--- config.mk ---
export PLATFORM = sky130hd
export DESIGN_NAME = control_unit
export DESIGN_NICKNAME = d
export VERILOG_FILES = /design/src/rtl/angstrom_pkg.sv /design/src/rtl/ctrl_decode.sv /design/src/rtl/control_unit.sv
export SDC_FILE = /design/constraint.sdc
export NUM_CORES = 1
export LEC_CHECK = 0
export CAP_MARGIN = 20
export CORE_MARGIN = 5
export CORE_UTILIZATION = 40
export CTS_BUF_LIST = sky130_fd_sc_hd__clkbuf_2 sky130_fd_sc_hd__clkbuf_4 sky130_fd_sc_hd__clkbuf_8
export CTS_CLUSTER_DIAMETER = 100
export CTS_CLUSTER_SIZE = 20
export DETAILED_ROUTE_END_ITERATION = 6
export GPL_TIMING_DRIVEN = 0
export PLACE_DENSITY = 0.81
export SKIP_CTS_REPAIR_TIMING = 1
export SLEW_MARGIN = 20
export SYNTH_ARGS = -nofsm -noshare
export SYNTH_HDL_FRONTEND = slang
export SYNTH_SLANG_ARGS = --single-unit
--- constraint.sdc ---
create_clock -name clk_i -period 1.7 [get_ports clk_i]
set_input_delay 0.51 -clock clk_i [delete_from_list [all_inputs] [get_ports clk_i]]
set_output_delay 0.51 -clock clk_i [all_outputs]
set_load 0.02 [all_outputs]
--- src/rtl/angstrom_pkg.sv ---
// rtl/angstrom_pkg.sv - shared opcodes, state encoding and strobe bundle for the angstrom control unit
package angstrom_pkg;

    localparam logic [3:0] OP_LDA = 4'h0;
    localparam logic [3:0] OP_STA = 4'h1;
    localparam logic [3:0] OP_ADD = 4'h2;
    localparam logic [3:0] OP_SUB = 4'h3;
    localparam logic [3:0] OP_LDI = 4'h4;
    localparam logic [3:0] OP_BRC = 4'h5;
    localparam logic [3:0] OP_BRZ = 4'h6;
    localparam logic [3:0] OP_JMP = 4'h7;
    localparam logic [3:0] OP_OUT = 4'hE;
    localparam logic [3:0] OP_HLT = 4'hF;

    localparam logic [1:0] ACC_SRC_ALU = 2'b00;
    localparam logic [1:0] ACC_SRC_MEM = 2'b01;
    localparam logic [1:0] ACC_SRC_IMM = 2'b10;

    typedef enum logic [1:0] {
        ST_FETCH  = 2'd0,
        ST_DECODE = 2'd1,
        ST_EXEC   = 2'd2,
        ST_HALT   = 2'd3
    } state_t;

    typedef struct packed {
        logic       mem_req;
        logic       mem_we;
        logic       addr_sel;
        logic       pc_inc;
        logic       acc_we;
        logic [1:0] acc_src;
        logic       alu_sub;
        logic       out_we;
        logic       ctrl_jmp;
        logic       halted;
        logic       flag_we;
    } strobes_t;

    // Instructions that hold EXEC until memory signals ready.
    function automatic logic is_mem_op(input logic [3:0] op);
        return (op == OP_LDA) || (op == OP_STA);
    endfunction

endpackage

--- src/rtl/ctrl_decode.sv ---
// rtl/ctrl_decode.sv - combinational strobe decode from state, IR opcode and memory ready
module ctrl_decode
    import angstrom_pkg::*;
(
    input  state_t     state,
    input  logic [3:0] opcode,
    input  logic       mem_ready,
    output strobes_t   strobes
);

    // Output process of the sequencer FSM; only pc_inc and the LDA acc_we look at mem_ready.
    always_comb begin
        strobes = '0;
        case (state)
            ST_FETCH: begin
                strobes.mem_req = 1'b1;
                strobes.pc_inc  = mem_ready;
            end
            ST_EXEC: begin
                case (opcode)
                    OP_LDA: begin
                        strobes.mem_req  = 1'b1;
                        strobes.addr_sel = 1'b1;
                        strobes.acc_src  = ACC_SRC_MEM;
                        strobes.acc_we   = mem_ready;
                    end
                    OP_STA: begin
                        strobes.mem_req  = 1'b1;
                        strobes.mem_we   = 1'b1;
                        strobes.addr_sel = 1'b1;
                    end
                    OP_ADD, OP_SUB: begin
                        strobes.acc_we  = 1'b1;
                        strobes.acc_src = ACC_SRC_ALU;
                        strobes.alu_sub = (opcode == OP_SUB);
                        strobes.flag_we = 1'b1;
                    end
                    OP_LDI: begin
                        strobes.acc_we  = 1'b1;
                        strobes.acc_src = ACC_SRC_IMM;
                    end
                    OP_BRC, OP_BRZ, OP_JMP: strobes.ctrl_jmp = 1'b1;
                    OP_OUT:                 strobes.out_we   = 1'b1;
                    default:                ;
                endcase
            end
            ST_HALT: strobes.halted = 1'b1;
            default: ;
        endcase
    end

endmodule

--- src/rtl/control_unit.sv ---
// rtl/control_unit.sv - multi-cycle instruction sequencer owning state, IR and Z/C flags
module control_unit
    import angstrom_pkg::*;
#(
    parameter int INSTR_W = 8,
    parameter int OPR_W   = 4
) (
    input  logic               clk_i,
    input  logic               rst_i,
    input  logic [INSTR_W-1:0] instr_i,
    input  logic               mem_ready_i,
    input  logic               alu_z_i,
    input  logic               alu_c_i,
    output logic [3:0]         op_o,
    output logic [OPR_W-1:0]   operand_o,
    output logic               ctrl_jmp_o,
    output logic               flag_z_o,
    output logic               flag_c_o,
    output logic               mem_req_o,
    output logic               mem_we_o,
    output logic               addr_sel_o,
    output logic               pc_inc_o,
    output logic               acc_we_o,
    output logic [1:0]         acc_src_o,
    output logic               alu_sub_o,
    output logic               out_we_o,
    output logic               halted_o
);

    state_t             state;
    state_t             state_next;
    logic [INSTR_W-1:0] ir;
    logic               flag_z;
    logic               flag_c;
    strobes_t           dec;
    strobes_t           strb;

    assign op_o      = ir[INSTR_W-1 -: 4];
    assign operand_o = ir[OPR_W-1:0];

    // State register; reset abandons any outstanding memory wait.
    always_ff @(posedge clk_i or posedge rst_i) begin
        if (rst_i) begin
            state <= ST_FETCH;
        end else begin
            state <= state_next;
        end
    end

    // Next-state process; memory ops stall in EXEC, HLT parks until reset.
    always_comb begin
        state_next = state;
        case (state)
            ST_FETCH:  if (mem_ready_i) state_next = ST_DECODE;
            ST_DECODE: state_next = ST_EXEC;
            ST_EXEC: begin
                if (op_o == OP_HLT) begin
                    state_next = ST_HALT;
                end else if (!is_mem_op(op_o) || mem_ready_i) begin
                    state_next = ST_FETCH;
                end
            end
            default:   state_next = ST_HALT;
        endcase
    end

    // IR captures the fetched word; flags update only from ADD/SUB in EXEC.
    always_ff @(posedge clk_i or posedge rst_i) begin
        if (rst_i) begin
            ir     <= '0;
            flag_z <= 1'b0;
            flag_c <= 1'b0;
        end else begin
            if (state == ST_FETCH && mem_ready_i) begin
                ir <= instr_i;
            end
            if (dec.flag_we) begin
                flag_z <= alu_z_i;
                flag_c <= alu_c_i;
            end
        end
    end

    ctrl_decode u_decode (
        .state     (state),
        .opcode    (op_o),
        .mem_ready (mem_ready_i),
        .strobes   (dec)
    );

    // Strobes are forced quiet while reset is held so the datapath sees no request mid-reset.
    always_comb begin
        strb = dec;
        if (rst_i) begin
            strb = '0;
        end
    end

    assign flag_z_o   = flag_z;
    assign flag_c_o   = flag_c;
    assign mem_req_o  = strb.mem_req;
    assign mem_we_o   = strb.mem_we;
    assign addr_sel_o = strb.addr_sel;
    assign pc_inc_o   = strb.pc_inc;
    assign acc_we_o   = strb.acc_we;
    assign acc_src_o  = strb.acc_src;
    assign alu_sub_o  = strb.alu_sub;
    assign out_we_o   = strb.out_we;
    assign ctrl_jmp_o = strb.ctrl_jmp;
    assign halted_o   = strb.halted;

endmodule

# == Word level (Yosys, flattened, before mapping) ==
# Index checks and enable logic that the tools add are counted.
# op_classes
n_eq_ne,14
muxes,18
n_reduce_logical,10
# op_table
operator,count
$eq 4x3->1 const B,4
$mux 12,1
$mux 1,9
$pmux 3 s3,1
$eq 4x2->1 const B,2
$eq 4x4->1 const B,2
$mux 2,4
$mux 6,1
$pmux 2 s3,1
$eq 2x2->1 const B,2
$eq 4x1->1 const B,1
$logic_not 4->1,1
$reduce_or 2->1,2
$ne 3x3->1 const B,1
$reduce_or 3->1,1
$eq 2x1->1 const B,1
$logic_not 2->1,1
$logic_or 1x1->1,2
$ne 2x2->1 const B,1
$pmux 1 s2,1
$reduce_and 2->1,1
$logic_and 1x1->1,1
$logic_not 1->1,1
# totals
reg_bits,12
input_bits,13
output_inout_bits,21
wordCells,46

# == Logic depth before layout (Yosys ltp) ==
# Gate-level depths: netlist of the first run.
# depth
depth_word,7
ltp_mapped,4
mapped_depth_nobuf,3

# == Hierarchy ==
# Synthesis of the first run repeated with hierarchy kept, for this count alone.
# hier_totals
hier_cells,60
hier_area_um2,661.9
# by_module_without_submodules
module,n_inst,cells_each,area_each_um2,seq_area_each_um2
control_unit,1,41,544.3,300.3
ctrl_decode,1,19,117.6,0.0

# == Worst setup path before layout of the first run ==
# Ideal clock, no wire load.
# synth_timing
path_kind,register -> output
start,register ir[6]
end,output mem_req_o
arrival_time_ns,1.474
t_required_ns,1.190
slack_ns,-0.284
stages_incl_launch_ff,3
n_path_buf,0
cell_sequence,dfrtp_1 -> or3_1 -> a211oi_1
# synth_between
elab_chain_cells,5
word_cells_on_any_way,6
classes_between,eq/ne: 1; mux: 3; reduce/logical: 2
# synth_rtl
item,line_no,rtl
from (decl),control_unit.sv:32,logic [INSTR_W-1:0] ir;
from (signal assigned),control_unit.sv:75,ir <= instr_i;
$eq 4x1->1 or $logic_not 4->1 (tied branches),ctrl_decode.sv:20,case (opcode)
$reduce_or 2->1 (no line) *,-,
$mux 1 *,ctrl_decode.sv:20,
$pmux 1 s2 *,ctrl_decode.sv:14,case (state)
$mux 12 *,control_unit.sv:94,if (rst_i) begin
to (decl),control_unit.sv:19,"output logic mem_req_o,"
# Every way passes the cells marked *; elsewhere a longest branch is shown, timed or not.

# == Worst setup path after layout of the first run ==
# layout_timing
start,register ir[5]
end,output acc_we_o
# layout_between
elab_chain_cells,5
word_cells_on_any_way,8
classes_between,eq/ne: 3; mux: 3; reduce/logical: 2
# layout_rtl
item,line_no,rtl
$eq 4x2->1,ctrl_decode.sv:20,
$reduce_or 2->1,ctrl_decode.sv:20,
$pmux 3 s3 *,ctrl_decode.sv:20,
$mux 6 *,ctrl_decode.sv:14,
$mux 12 *,control_unit.sv:94,
to (decl),control_unit.sv:23,"output logic acc_we_o,"
# Marks and branches as above.

==> impl_metrics.json, run 1 <==
{
  "fin_crit_sh": 1.170,
  "stdcell_count": 127,
  "die_x_um": 50.49,
  "multi_input_area_um2": 379.1,
  "start_util": 0.4302,
  "fill_cells": 93,
  "rsz0062_at_grt": "true",
  "wirelength_mm": 2.108,
  "viasPerCell": 5.157,
  "crit_chain": "buf_2 > nor3_1 > o21a_1 > dlymetal6s2s_1",
  "yosysWarnings": 0,
  "yosys.area_share.simple": 0.2233,
  "crit_arrival_ns": 1.48,
  "worst_slew_pin_slew_ns": 0.2519,
  "ant_nets": 0,
  "p_leak_nw": 0.6858,
  "r2r_end": "ir[4]$_DFFE_PP0P_",
  "synth_compound_area_frac": 0.07061,
  "htree_levels": 1,
  "maxCapViolations": 0,
  "cp.required_ns": 1.19,
  "r2r_slack_ns": 0.31,
  "power_mw": 2.025,
  "critPathLaunchType": "flop",
  "reg2regPathDepth": 5,
  "cp_max_fo": 10,
  "syn_inst": 54,
  "grt_pass1_wl_mm": 2.435,
  "ys_types": 23,
  "crit_path_end_kind": "output pin",
  "violations": "negative setup slack",
  "outcome": "finished, violations left",
  "yosys.area_share.adder": 0,
  "layout-drive-gt1-share": 0.5946,
  "cts_root_buf": "clkbuf_4",
  "clk_pin_slew_ns": 0.07,
  "cts_buffers": 3,
  "setup_violations": 11,
  "yosys-mux-area-fraction": 0.2176,
  "antenna_found_initial": 0,
  "dp.cells": 103,
  "avgSynthCellArea_um2": 12.14,
  "drc": 0,
  "insertedDiodeCount": 0,
  "hold_viol": 0,
  "avgRoutedWirePerCell_um": 16.60,
  "gr-total-overflow": 0,
  "layout_commonest_cell": "buf_4",
  "fin_skew_ns": 0.001440,
  "synth_seq_cells": 12,
  "p_per_area_nw_per_um2": 1628,
  "syn_nets": 67,
  "period_minus_slack_ns": 1.989,
  "num_vias": 655,
  "grt_usage": 0.1284,
  "whs_ns": 0.3229,
  "final_nets": 126,
  "clock_sinks": 12,
  "yosysSeqAreaShare": 0.4580,
  "insertion_delay_ns": 0.27,
  "ios": 34,
  "most-common-layout-cells": "26 x buf_4, 13 x dlymetal6s2s_1, 10 x clkdlybuf4s50_1",
  "pre_cts_slack_ns": -1.127,
  "clockBufferDepth": 2,
  "ir_drop_mv": 1.113,
  "area.growth.synth_to_final_pct": 89.69,
  "initialDrtViolationCount": 6,
  "placed_area_um2": 1032,
  "worst_hold_path_type": "primary input to asynchronous set/reset pin",
  "setup_tns_ns": -2.169,
  "grt_pass1_vias": 556,
  "setup_ws_ns": -0.2888,
  "utilization": 0.8161,
  "fmax_mhz": 502.8,
  "synth_area_um2": 655.6,
  "r2r-start": "state[0]$_DFFE_PP0P_",
  "final_area_um2": 1244,
  "portBuffers": 33,
  "seq_area_um2": 306.5,
  "crit_slowest_cell": "dfrtp_1",
  "maxSlewViolCount": 0,
  "grt_max_degree": 15,
  "coreArea_um2": 1524,
  "synth_top_family_by_area": "simple AND/OR/NAND/NOR gates",
  "first_pass_iters": 4,
  "design.die.area_um2": 2549,
  "cts_tree": "done",
  "synth_xor_area_frac": 0,
  "hpwl_mm": 1.237,
  "die_y_um": 50.49,
  "num_rows": 14,
  "crit_type": "flop to output pin",
  "cp_slowest_stage_delay_ns": 0.42,
  "gp_congestion": 0.7434,
  "slew_headroom": 0.8318
}
[final cells by class]
| type | instances | area share |
|---|---|---|
| Multi-Input combinational cell | 39 | 0.3048 |
| Tap cell | 16 | 0.01610 |
| Timing Repair inverter | 1 | 0.004024 |
| Timing Repair Buffer | 53 | 0.3913 |
| Buffer | 2 | 0.01308 |
| Inverter | 1 | 0.006036 |
| Sequential cell | 12 | 0.2465 |
| Clock buffer | 3 | 0.01811 |
[worst max path at each step]
stage,from,to,depth (start not counted)
final,ir[5]$_DFFE_PP0P_,acc_we_o,4
after global routing,ir[5]$_DFFE_PP0P_,acc_we_o,4
after CTS,rst_i,pc_inc_o,4
after detailed placement,rst_i,halted_o,4
after global placement,rst_i,halted_o,4
after floorplan,ir[6]$_DFFE_PP0P_,mem_req_o,2
[sequential cells by signal (all words and copies together) (netlist names)]
register  cells
flag_c_o      1
ir            8
flag_z_o      1
state         2
[logic make-up (layout without fill, tap and decap cells)]
kind of cell,after synthesis,in the layout
flops,12,12
buf+inv,3,60
mux,10,10
compound gates,6,6
simple gates,23,23
[report_power, final]
group,switching [mW],internal (mW),leakage [nW]
clock network,0.0887,0.0820,0.0138
logic,0.536,0.687,0.536
registers,0.188,0.443,0.137
[cells in the mapped netlist, drive strengths merged]
master | count | area, µm²
a211oi | 1 | 7.510
a21o | 2 | 17.52
and2 | 1 | 7.510
and3 | 1 | 7.510
buf | 2 | 16.26
dfrtp | 12 | 300.3
inv | 1 | 3.750
mux2 | 10 | 142.6
nand2 | 4 | 15.01
nand4b | 1 | 8.760
nor2 | 6 | 22.52
nor2b | 1 | 6.260
nor3 | 3 | 15.01
nor3b | 3 | 32.53
nor4b | 1 | 15.01
nor4bb | 1 | 10.01
o21a | 1 | 7.510
o21bai | 1 | 7.510
o22ai | 1 | 6.260
or3 | 1 | 6.260
[routing by layer]
metal,vias up,track usage,share of wire
met1,309,0.1355,0.43
met3,4,0.05621,0.061
li1,311,-,-
met4,0,0.08936,0.019
met2,31,0.2025,0.49
met5,-,0,0
[critical path, delay by kind of cell (launching register included)]
family          cells  cell delay (ns)
flops               1             0.42
buf+inv             2             0.43
compound gates      1             0.13
simple gates        1             0.22
No activity file was read; power rests on OpenSTA's default activity.
==> run 2, diff against run 1 <==
--- a/config.mk
+++ b/config.mk
@@ -8,7 +8,7 @@
 export CAP_MARGIN = 20
 export CORE_MARGIN = 5
 export CORE_UTILIZATION = 40
-export CTS_BUF_LIST = sky130_fd_sc_hd__clkbuf_2 sky130_fd_sc_hd__clkbuf_4 sky130_fd_sc_hd__clkbuf_8
+export CTS_BUF_LIST = sky130_fd_sc_hd__clkbuf_8
 export CTS_CLUSTER_DIAMETER = 100
 export CTS_CLUSTER_SIZE = 20
 export DETAILED_ROUTE_END_ITERATION = 6
@@ -18,4 +18,5 @@
 export SLEW_MARGIN = 20
 export SYNTH_ARGS = -nofsm -noshare
 export SYNTH_HDL_FRONTEND = slang
+export SYNTH_HIERARCHICAL = 1
 export SYNTH_SLANG_ARGS = --single-unit
==> impl_metrics.json, run 2 <==
{
  "initialDrtViolationCount": 8,
  "gr-total-overflow": 0,
  "start_util": 0.4294,
  "ant_nets": 0,
  "insertedDiodeCount": 0,
  "drc": 0,
  "avgSynthCellArea_um2": 11.03,
  "p_leak_nw": 0.6620,
  "antenna_found_initial": 0,
  "p_int_mw": 1.392,
  "layout-drive-gt1-share": 0.5946,
  "utilization": 0.8677,
  "ys_async_sr_fraction": 1.000,
  "largest_reg_flops": 8,
  "synth_seq_cells": 12,
  "critPathLaunchType": "flop",
  "die_y_um": 50.68,
  "crit_chain": "or3b_4 > or3_4 > inv_2 > and2_4 > nor2b_4 > buf_6",
  "p_per_area_nw_per_um2": 1665,
  "final_nets": 125,
  "crit_arrival_ns": 1.91,
  "ios": 34,
  "synth_common_cells": "12 x dfrtp_1, 11 x nor2b_1, 10 x mux2_2",
  "htree_levels": 1,
  "clock_sinks": 12,
  "maxCapViolations": 0,
  "top_regs": "ir: 8 flops, state: 2 flops",
  "power_mw": 2.227,
  "worst_slew_pin_slew_ns": 0.4346,
  "grt_max_degree": 13,
  "clk_pin_slew_ns": 0.05,
  "fin_crit_sh": 1.424,
  "dp.cells": 109,
  "cts_root_buf": "clkbuf_8",
  "netlist.area_leader.share": 0.4537,
  "grt_usage": 0.1335,
  "top_register": "ir",
  "coreArea_um2": 1541,
  "slew_headroom": 0.7100,
  "grt_pass1_wl_mm": 2.697,
  "crit_path_end_kind": "output pin",
  "design.die.area_um2": 2568,
  "setup_violations": 11,
  "yosysTopAreaCell": "dfrtp_1",
  "synth_edf_count": 0,
  "combPwrFrac": 0.593,
  "area.growth.synth_to_final_pct": 102.1,
  "most-common-layout-cells": "14 x buf_4, 11 x clkdlybuf4s50_1, 11 x dlymetal6s2s_1",
  "ys_types": 22,
  "gp_congestion": 0.7591,
  "worst_hold_path_type": "flop to flop",
  "fin_skew_ns": 0.003287,
  "viasPerCell": 5.079,
  "hpwl_mm": 1.297,
  "synth_area_leaders": "dfrtp_1 45%, mux2_2 17%, nor2b_1 10%",
  "portBuffers": 33,
  "synth_area_um2": 661.9,
  "fill_cells": 75,
  "yosysMostFrequentCell": "dfrtp_1",
  "insertion_delay_ns": 0.24,
  "rsz0062_at_grt": "true",
  "stdcell_count": 127,
  "avgRoutedWirePerCell_um": 16.66,
  "cp.required_ns": 1.19,
  "yosysSeqAreaShare": 0.4537,
  "period_minus_slack_ns": 2.421,
  "clkPwrFrac": 0.137,
  "syn_inst": 60,
  "layout_commonest_cell": "buf_4",
  "cts_tree": "done",
  "violations": "negative setup slack",
  "syn_nets": 73,
  "crit_type": "flop to output pin",
  "die_x_um": 50.68,
  "setup_ws_ns": -0.7211,
  "cts_buffers": 3,
  "fmax_mhz": 413.0,
  "yosysWarnings": 6,
  "clockBufferDepth": 2,
  "outcome": "finished, violations left",
  "maxSlewViolCount": 0,
  "ir_drop_mv": 1.162,
  "p_seq_frac": 0.270,
  "crit_slowest_cell": "dfrtp_2",
  "num_rows": 14,
  "sw_frac_of_total": 0.3751,
  "cp_slowest_stage_delay_ns": 0.45,
  "whs_ns": 0.5017,
  "yosys_most_used_dff": "dfrtp_1",
  "num_vias": 645,
  "cp_max_fo": 6,
  "first_pass_iters": 4,
  "hold_viol": 0,
  "netSwitchingPower_mw": 0.8355,
  "grt_pass1_vias": 631,
  "wirelength_mm": 2.116
}
run 2: through the flow:
| stage | cell area, µm² | worst slack [ns] | setup TNS, ns |
|---|---|---|---|
| after floorplan | 728.2 | -0.3593 | -1.564 |
| after global placement | 1079 | -0.9752 | -12.81 |
| after detailed placement | 1079 | -1.029 | -13.10 |
| after CTS | 1134 | -1.285 | -13.11 |
| after global routing | 1338 | -0.7781 | -6.078 |
| final | 1338 | -0.7211 | -5.330 |
run 2: final cells by class:
type                       count  area, µm²  area share
buffer                         1      15.01     0.01123
sequential                    12      307.8      0.2301
timing repair buffer          47      481.7      0.3602
inverter                       2      7.507    0.005613
tap                           16      20.02     0.01497
multi-input combinational     45      450.4      0.3368
clock buffer                   4      55.05     0.04116
run 2: worst paths after layout:
kind                                      start  cells past startpoint                    to  slack, ns
max                        state[0]$_DFFE_PP0P_                      6              mem_we_o      -0.72
min                           ir[1]$_DFFE_PP0P_                      1     ir[1]$_DFFE_PP0P_       0.50
max reg2reg                state[0]$_DFFE_PP0P_                      5  flag_z_o$_DFFE_PP0P_       0.02
min reg2reg                   ir[1]$_DFFE_PP0P_                      1     ir[1]$_DFFE_PP0P_       0.50
max in group asynchronous                 rst_i                      3     ir[4]$_DFFE_PP0P_       0.79
min in group asynchronous                 rst_i                      3  flag_z_o$_DFFE_PP0P_       0.59
run 2: power by group through the flow:
stage               clock, mW  sequential (mW)  combinational [mW]
finish                  0.304            0.602                1.32
global placement            0            0.615               0.933
global route            0.327            0.629                1.40
floorplan                   0            0.737               0.415
detailed placement          0            0.634               0.952
CTS                     0.308            0.630               0.956
run 2: routing by layer:
layer  wire length (µm)  global-route usage
met2               1098              0.2355
met3                187             0.05621
met5                  0                   0
met1                830              0.1309
met4                  0             0.06809
run 2: cells by family (layout without fill, tap and decap cells):
family	after synthesis	after routing	share of synthesized area
buffers and inverters	3	54	0.01700
and+or+nand+nor	29	29	0.3006
AOI/OAI and AO/OA	6	6	0.05859
muxes	10	10	0.1701
DFF	12	12	0.4537
run 2: worst max-delay path, delay by kind of cell, from the launching register on:
| kind | cells | cell delay, ns |
|---|---|---|
| buf+inv | 2 | 0.18 |
| simple gates | 4 | 1.04 |
| flops | 1 | 0.45 |
